===== src/rtl/compare_sequencer_if.sv =====
// Command/response bus of compare_sequencer.
// Handshake rule for every channel: a transfer happens on a rising clock edge
// where valid and ready are both 1. Once valid is raised, the payload beside it
// is held stable until that edge; ready may depend combinationally on valid,
// but valid never depends on ready.
interface compare_sequencer_if #(
  parameter int DATA_W = 6
);
  logic              req0_valid;
  logic              req0_ready;
  logic [DATA_W-1:0] req0_a;
  logic [DATA_W-1:0] req0_b;
  logic [3:0]        req0_mask;

  logic              req1_valid;
  logic              req1_ready;
  logic [DATA_W-1:0] req1_a;
  logic [DATA_W-1:0] req1_b;
  logic [3:0]        req1_mask;

  logic              rsp_valid;
  logic              rsp_ready;
  logic              rsp_id;
  logic [3:0]        rsp_flags;

  // Requesters and result consumer.
  modport master (
    output req0_valid, req0_a, req0_b, req0_mask,
    input  req0_ready,
    output req1_valid, req1_a, req1_b, req1_mask,
    input  req1_ready,
    input  rsp_valid, rsp_id, rsp_flags,
    output rsp_ready
  );

  // The sequencer.
  modport slave (
    input  req0_valid, req0_a, req0_b, req0_mask,
    output req0_ready,
    input  req1_valid, req1_a, req1_b, req1_mask,
    output req1_ready,
    output rsp_valid, rsp_id, rsp_flags,
    input  rsp_ready
  );
endinterface


===== src/rtl/compare_sequencer.sv =====
// compare_sequencer: shares one logic_operation comparator between two
// requesters. A granted command's masked comparisons run one per clock and
// their 1-bit results are packed into rsp_flags.
// Optional feature macro: CMP_SEQ_STATS_EN enables the per-requester
// saturating response counters; without it stat_cnt0/stat_cnt1 are tied to 0.

// Comparator shared by the sequencer. Only zLogic[0] carries the result.
module logic_operation (
  input  logic [5:0] a,
  input  logic [5:0] b,
  input  logic [1:0] comparison,
  output logic [5:0] zLogic
);
  logic result;

  // Select one of the four comparisons: eq, signed gt, signed lt, a is zero.
  always_comb begin
    result = 1'b0;
    case (comparison)
      2'b00:   result = (a == b);
      2'b01:   result = ($signed(a) > $signed(b));
      2'b10:   result = ($signed(a) < $signed(b));
      default: result = (a == 6'd0);
    endcase
  end

  assign zLogic = {5'd0, result};
endmodule

module compare_sequencer #(
  parameter int DATA_W  = 6,  // only 6 matches logic_operation
  parameter int FAIR_RR = 1   // 1: round-robin, 0: req0 has fixed priority
) (
  input  logic                clock,
  input  logic                reset,
  compare_sequencer_if.slave  bus,
  output logic                busy,
  output logic [7:0]          stat_cnt0,
  output logic [7:0]          stat_cnt1,
  output logic [1:0]          dbgState
);
  typedef enum logic [1:0] {
    IDLE = 2'd0,
    RUN  = 2'd1,
    RESP = 2'd2
  } stateT;

  stateT             state;
  stateT             stateNext;

  logic              grant0;
  logic              grant1;
  logic              accept;
  logic              rspFire;
  logic [3:0]        selMask;
  logic [1:0]        firstIndex;
  logic [1:0]        nextIndex;
  logic              nextFound;
  logic [1:0]        comparison;

  logic [DATA_W-1:0] aReg;
  logic [DATA_W-1:0] bReg;
  logic [3:0]        maskReg;
  logic              idReg;
  logic [3:0]        flags;
  logic [1:0]        idx;
  logic              lastGrant;

  logic [5:0]        zLogic;
  logic              unusedZBits;

  // Arbitration: only in IDLE; with both valid, round-robin picks the one not
  // served last, fixed priority always picks req0.
  always_comb begin
    grant0 = 1'b0;
    grant1 = 1'b0;
    if (state == IDLE) begin
      if (bus.req0_valid && bus.req1_valid) begin
        if (FAIR_RR != 0) begin
          grant0 = lastGrant;
          grant1 = !lastGrant;
        end else begin
          grant0 = 1'b1;
        end
      end else begin
        grant0 = bus.req0_valid;
        grant1 = bus.req1_valid;
      end
    end
  end

  assign accept  = grant0 || grant1;
  assign selMask = grant1 ? bus.req1_mask : bus.req0_mask;
  assign rspFire = (state == RESP) && bus.rsp_ready;

  // Lowest set bit of the incoming mask is where RUN starts.
  always_comb begin
    firstIndex = 2'd0;
    for (int i = 3; i >= 0; i--) begin
      if (selMask[i[1:0]]) firstIndex = i[1:0];
    end
  end

  // Next set mask bit above the current index; none found means last compare.
  always_comb begin
    nextFound = 1'b0;
    nextIndex = idx;
    for (int i = 3; i >= 0; i--) begin
      if (maskReg[i[1:0]] && (i[2:0] > {1'b0, idx})) begin
        nextFound = 1'b1;
        nextIndex = i[1:0];
      end
    end
  end

  // State register.
  always_ff @(posedge clock or posedge reset) begin
    if (reset) state <= IDLE;
    else       state <= stateNext;
  end

  // Next-state decode and FSM-driven outputs.
  always_comb begin
    stateNext  = state;
    comparison = 2'b00;
    case (state)
      IDLE: begin
        if (accept) stateNext = (selMask != 4'd0) ? RUN : RESP;
      end
      RUN: begin
        comparison = idx;
        if (!nextFound) stateNext = RESP;
      end
      RESP: begin
        if (bus.rsp_ready) stateNext = IDLE;
      end
      default: stateNext = IDLE;
    endcase
  end

  // Command latch, per-compare flag capture and last-grant bookkeeping.
  always_ff @(posedge clock or posedge reset) begin
    if (reset) begin
      aReg      <= '0;
      bReg      <= '0;
      maskReg   <= 4'd0;
      idReg     <= 1'b0;
      flags     <= 4'd0;
      idx       <= 2'd0;
      lastGrant <= 1'b1;
    end else begin
      case (state)
        IDLE: begin
          if (accept) begin
            aReg    <= grant1 ? bus.req1_a : bus.req0_a;
            bReg    <= grant1 ? bus.req1_b : bus.req0_b;
            maskReg <= selMask;
            idReg   <= grant1;
            flags   <= 4'd0;
            idx     <= firstIndex;
          end
        end
        RUN: begin
          flags[idx] <= zLogic[0];
          idx        <= nextIndex;
        end
        RESP: begin
          if (bus.rsp_ready) lastGrant <= idReg;
        end
        default: ;
      endcase
    end
  end

  logic_operation u_logic_operation (
    .a          (aReg),
    .b          (bReg),
    .comparison (comparison),
    .zLogic     (zLogic)
  );

  // Upper comparator bits carry nothing for this block.
  assign unusedZBits = ^zLogic[5:1];

  assign bus.req0_ready = grant0;
  assign bus.req1_ready = grant1;
  assign bus.rsp_valid  = (state == RESP);
  assign bus.rsp_id     = idReg;
  assign bus.rsp_flags  = flags;
  assign busy           = (state != IDLE);
  assign dbgState       = state;

`ifdef CMP_SEQ_STATS_EN
  logic [7:0] cnt0Reg;
  logic [7:0] cnt1Reg;

  // Saturating count of completed responses per requester.
  always_ff @(posedge clock or posedge reset) begin
    if (reset) begin
      cnt0Reg <= 8'd0;
      cnt1Reg <= 8'd0;
    end else if (rspFire) begin
      if (idReg) begin
        if (cnt1Reg != 8'hFF) cnt1Reg <= cnt1Reg + 8'd1;
      end else begin
        if (cnt0Reg != 8'hFF) cnt0Reg <= cnt0Reg + 8'd1;
      end
    end
  end

  assign stat_cnt0 = cnt0Reg;
  assign stat_cnt1 = cnt1Reg;
`else
  logic unusedFire;
  assign unusedFire = rspFire;
  assign stat_cnt0  = 8'd0;
  assign stat_cnt1  = 8'd0;
`endif
endmodule


===== src/flat_wrapper.sv =====
// flat-port wrapper written by rule: the top's interface ports become plain ports
module compare_sequencer_flat 
#(
  parameter int DATA_W  = 6,                                   
  parameter int FAIR_RR = 1                                                
)
  (clock, reset, busy, stat_cnt0, stat_cnt1, dbgState, bus_req0_valid, bus_req0_a, bus_req0_b, bus_req0_mask, bus_req0_ready, bus_req1_valid, bus_req1_a, bus_req1_b, bus_req1_mask, bus_req1_ready, bus_rsp_valid, bus_rsp_id, bus_rsp_flags, bus_rsp_ready);
  compare_sequencer_if #(.DATA_W(DATA_W)) bus_i ();
  input  logic clock;
  input  logic reset;
  output logic busy;
  output logic [7:0] stat_cnt0;
  output logic [7:0] stat_cnt1;
  output logic [1:0] dbgState;
  input wire logic [$bits(bus_i.req0_valid)-1:0] bus_req0_valid;
  input wire logic [$bits(bus_i.req0_a)-1:0] bus_req0_a;
  input wire logic [$bits(bus_i.req0_b)-1:0] bus_req0_b;
  input wire logic [$bits(bus_i.req0_mask)-1:0] bus_req0_mask;
  output wire logic [$bits(bus_i.req0_ready)-1:0] bus_req0_ready;
  input wire logic [$bits(bus_i.req1_valid)-1:0] bus_req1_valid;
  input wire logic [$bits(bus_i.req1_a)-1:0] bus_req1_a;
  input wire logic [$bits(bus_i.req1_b)-1:0] bus_req1_b;
  input wire logic [$bits(bus_i.req1_mask)-1:0] bus_req1_mask;
  output wire logic [$bits(bus_i.req1_ready)-1:0] bus_req1_ready;
  output wire logic [$bits(bus_i.rsp_valid)-1:0] bus_rsp_valid;
  output wire logic [$bits(bus_i.rsp_id)-1:0] bus_rsp_id;
  output wire logic [$bits(bus_i.rsp_flags)-1:0] bus_rsp_flags;
  input wire logic [$bits(bus_i.rsp_ready)-1:0] bus_rsp_ready;
  assign bus_i.req0_valid = bus_req0_valid;
  assign bus_i.req0_a = bus_req0_a;
  assign bus_i.req0_b = bus_req0_b;
  assign bus_i.req0_mask = bus_req0_mask;
  assign bus_req0_ready = bus_i.req0_ready;
  assign bus_i.req1_valid = bus_req1_valid;
  assign bus_i.req1_a = bus_req1_a;
  assign bus_i.req1_b = bus_req1_b;
  assign bus_i.req1_mask = bus_req1_mask;
  assign bus_req1_ready = bus_i.req1_ready;
  assign bus_rsp_valid = bus_i.rsp_valid;
  assign bus_rsp_id = bus_i.rsp_id;
  assign bus_rsp_flags = bus_i.rsp_flags;
  assign bus_i.rsp_ready = bus_rsp_ready;
  compare_sequencer #(.DATA_W(DATA_W), .FAIR_RR(FAIR_RR)) u_core (.clock(clock), .reset(reset), .bus(bus_i), .busy(busy), .stat_cnt0(stat_cnt0), .stat_cnt1(stat_cnt1), .dbgState(dbgState));
endmodule

===== config.mk =====
export PLATFORM = sky130hd
export DESIGN_NAME = compare_sequencer_flat
export DESIGN_NICKNAME = d
export VERILOG_FILES = /design/src/rtl/compare_sequencer_if.sv /design/src/rtl/compare_sequencer.sv /design/src/flat_wrapper.sv
export SDC_FILE = /design/constraint.sdc
export NUM_CORES = 1
export LEC_CHECK = 0
export CAP_MARGIN = 20
export CORE_UTILIZATION = 25
export DETAILED_ROUTE_END_ITERATION = 16
export DONT_BUFFER_PORTS = 1
export PLACE_DENSITY = 0.5
export SYNTH_ARGS = -nofsm -noshare
export SYNTH_HDL_FRONTEND = slang
export SYNTH_SLANG_ARGS = --single-unit

===== constraint.sdc =====
create_clock -name clock -period 2.3 [get_ports clock]
set_clock_uncertainty 0.15 [all_clocks]
set_input_delay 0.46 -clock clock [delete_from_list [all_inputs] [get_ports clock]]
set_output_delay 0.46 -clock clock [all_outputs]
set_load 0.01 [all_outputs]

==> flow_metrics.env <==
export IMPL_avgSynthCellArea_sq_um=9.113
export IMPL_io_pins=64
export IMPL_max_freq_ghz=0.5026
export IMPL_synth_warnings=0
export IMPL_path_cells="a211oi_4, and2_4"
export IMPL_min_path_cells=2
export IMPL_synth_cells=180
export IMPL_finalCritPeriodShare=0.8650
export IMPL_synthAdderAreaFrac=0.04577
export IMPL_first_global_vias=1091
export IMPL_clk_pin_slew_ns=0.09
export IMPL_synthMuxAreaShare=0.1037
export IMPL_num_antenna_cells=0
export IMPL_required_ns=1.69
export IMPL_fp_row_count=29
export IMPL_gr_usage_all_layers=0.1044
export IMPL_peakVddDrop_mv=0.2660
export IMPL_grt_ovfl_total=0
export IMPL_ys_seq_area_frac=0.3822
export IMPL_fp_coreArea_sq_um=6350
export IMPL_synth_compound_gate_area_share=0.1541
export IMPL_cpPeakStageDelay_ns=0.49
export IMPL_synth_edff_count=0
export IMPL_p_leak_nw=0.7578
export IMPL_reg2regPathDepth=5
export IMPL_worst_path_max_fanout=9
export IMPL_powerDensity_nw_per_um2=1211
export IMPL_die_w_um=83
export IMPL_postCtsHoldBufs=1
export IMPL_dr_pass1_iters=6
export IMPL_cts_resized=0
export IMPL_finish_net_count=225
export IMPL_drv_cap=0
export IMPL_grt_pass1_wl_um=5720
export IMPL_drive_gt1_frac=0.06077
export IMPL_hold_viol_final=0
export IMPL_setup_ws_ns=0.3104
export IMPL_vias=1161
export IMPL_htree_levels=1
export IMPL_antenna_left=0
export IMPL_dp_slack_ns=0.3988
export IMPL_cts_tree="built"
export IMPL_start_kind="register"
export IMPL_cts_sinks=25
export IMPL_outcome="finished clean"
export IMPL_cp_end_kind="output pin"
export IMPL_grt_start_max_net_pins=37
export IMPL_r2r_slack_ns=0.41
export IMPL_wl_per_cell_um=13.22
export IMPL_final_common_cell="dfrtp_1"
export IMPL_start_util=0.2583
export IMPL_syn_area_sq_um=1640
export IMPL_cts_root_buf="clkbuf_8"
export IMPL_hold_path_class="primary input to register"
export IMPL_post_cts_buffers=0
export IMPL_hold_path_startpoint="bus_rsp_ready"
export IMPL_drt_total_wl_um=3412
export IMPL_yosys_cell_types_count=40
export IMPL_clockBufferDepth=2
export IMPL_synth_top_family_by_area="simple AND/OR/NAND/NOR gates"
export IMPL_finalCriticalPeriod_ns=1.990
export IMPL_cts_buffers_inserted=3
export IMPL_r2r_start="u_core.dbgState[0]$_DFFE_PP0P_"
export IMPL_synth_xor_area_frac=0
export IMPL_post_route_util=0.2680
export IMPL_finalSetupViolations=0
export IMPL_clk_latency_ns=0.27
export IMPL_gp_congestion=0.7564
export IMPL_crit_type="register to output pin"
export IMPL_numPortBuffers=0
export IMPL_fin_tns_setup_ns=0
export IMPL_synthArstFlopShare=1.000
export IMPL_crit_slowest_cell="dfrtp_1"
export IMPL_whs_ns=0.1955
export IMPL_synthFlopType="dfrtp_1"
export IMPL_dieArea_sq_um=6889
export IMPL_path_delay_family="flip-flops"
export IMPL_layout_common_cells="dfrtp_1, nand2_1, mux2i_1, conb_1"
export IMPL_synth_seq_cells=25
export IMPL_arrival_ns=1.38
export IMPL_worstReg2RegEnd="u_core.bReg[3]$_DFFE_PP0P_"
export IMPL_area_delta_synth_final_pct=3.737
export IMPL_grt_setup_unrepaired="no"
export IMPL_path_buf_inv=0
export IMPL_die_h_um=83
export IMPL_drtIter0Drc=29
export IMPL_drv_slew=0
export IMPL_drc=0
export IMPL_dp_hpwl_um=2748
export IMPL_antenna_found_initial=0
export IMPL_vias_per_cell=4.500
export IMPL_synthSimpleGateAreaFrac=0.1724
export IMPL_hold_path_end="u_core.lastGrant$_DFFE_PP1P_"
-- how the worst max path moves through the flow --
stage          cells after the start  slack (ns)                            from                         end
6_report                           2        0.31  u_core.dbgState[0]$_DFFE_PP0P_              bus_req1_ready
5_1_grt                            2        0.22  u_core.dbgState[0]$_DFFE_PP0P_              bus_req1_ready
4_1_cts                            2        0.30  u_core.dbgState[0]$_DFFE_PP0P_              bus_req1_ready
3_5_place_dp                       5        0.40  u_core.dbgState[0]$_DFFE_PP0P_  u_core.bReg[4]$_DFFE_PP0P_
3_3_place_gp                       5        0.43  u_core.dbgState[0]$_DFFE_PP0P_  u_core.bReg[4]$_DFFE_PP0P_
2_1_floorplan                      4        0.50  u_core.dbgState[0]$_DFFE_PP0P_              bus_req1_ready
-- layer usage --
| layer | wire length [um] | vias to the layer above | GRT usage |
|---|---|---|---|
| met4 | 74 | 0 | 0.05172 |
| met3 | 197 | 5 | 0.02187 |
| met5 | 0 | - | 0 |
| met2 | 1502 | 40 | 0.1587 |
| met1 | 1638 | 524 | 0.1402 |
| li1 | - | 592 | - |
-- cell type report --
type | instances | area [sq um]
flip-flops and latches | 25 | 626.9
well taps | 77 | 96.34
multi-input cells | 134 | 844.6
inverters | 13 | 48.80
fillers | 672 | 4648
clock buffers | 4 | 45.04
repair buffers | 5 | 40.04
-- cell usage after synthesis (all sizes together), types with 2 or more instances --
cell type	instances	area share
nor2	8	0.018
o21ai	22	0.067
and3	3	0.011
or4	2	0.0092
nand4	2	0.0076
nand2b	3	0.011
clkbuf	4	0.0092
o32a	2	0.012
nor2b	6	0.023
inv	13	0.030
nand3	3	0.0092
buf	19	0.10
a21oi	4	0.012
mux2i	17	0.10
ha	6	0.046
nand2	22	0.050
dfrtp	24	0.37
-- stage by stage --
step / power, mW / instances / area [sq um]
after CTS: 2.102 / 258 / 1702
after global routing: 2.271 / 258 / 1702
after floorplan: 1.655 / 195 / 1697
final: 2.060 / 258 / 1702
after detailed placement: 1.828 / 253 / 1647
after global placement: 1.818 / 253 / 1647
-- flip-flops by register name (all words and copies together) (netlist names) --
register / cells
u_core.aReg: 6
u_core.bReg: 6
u_core.bus.rsp_flags: 4
u_core.bus.rsp_id: 1
u_core.dbgState: 2
u_core.idx: 2
u_core.lastGrant: 1
u_core.maskReg: 3
-- cells by family after synthesis --
| logic type | after synthesis |
|---|---|
| simple gates | 56 |
| flops | 25 |
| compound gates | 39 |
| mux | 17 |
| fa+ha+maj | 6 |
| other cells | 1 |
| buf+inv | 36 |
-- power by group --
group	total (mW)	internal (mW)	switching, mW
registers	0.849	0.643	0.206
logic	0.948	0.427	0.522
clock network	0.263	0.124	0.139
No activity file was read; power rests on OpenSTA's default activity.
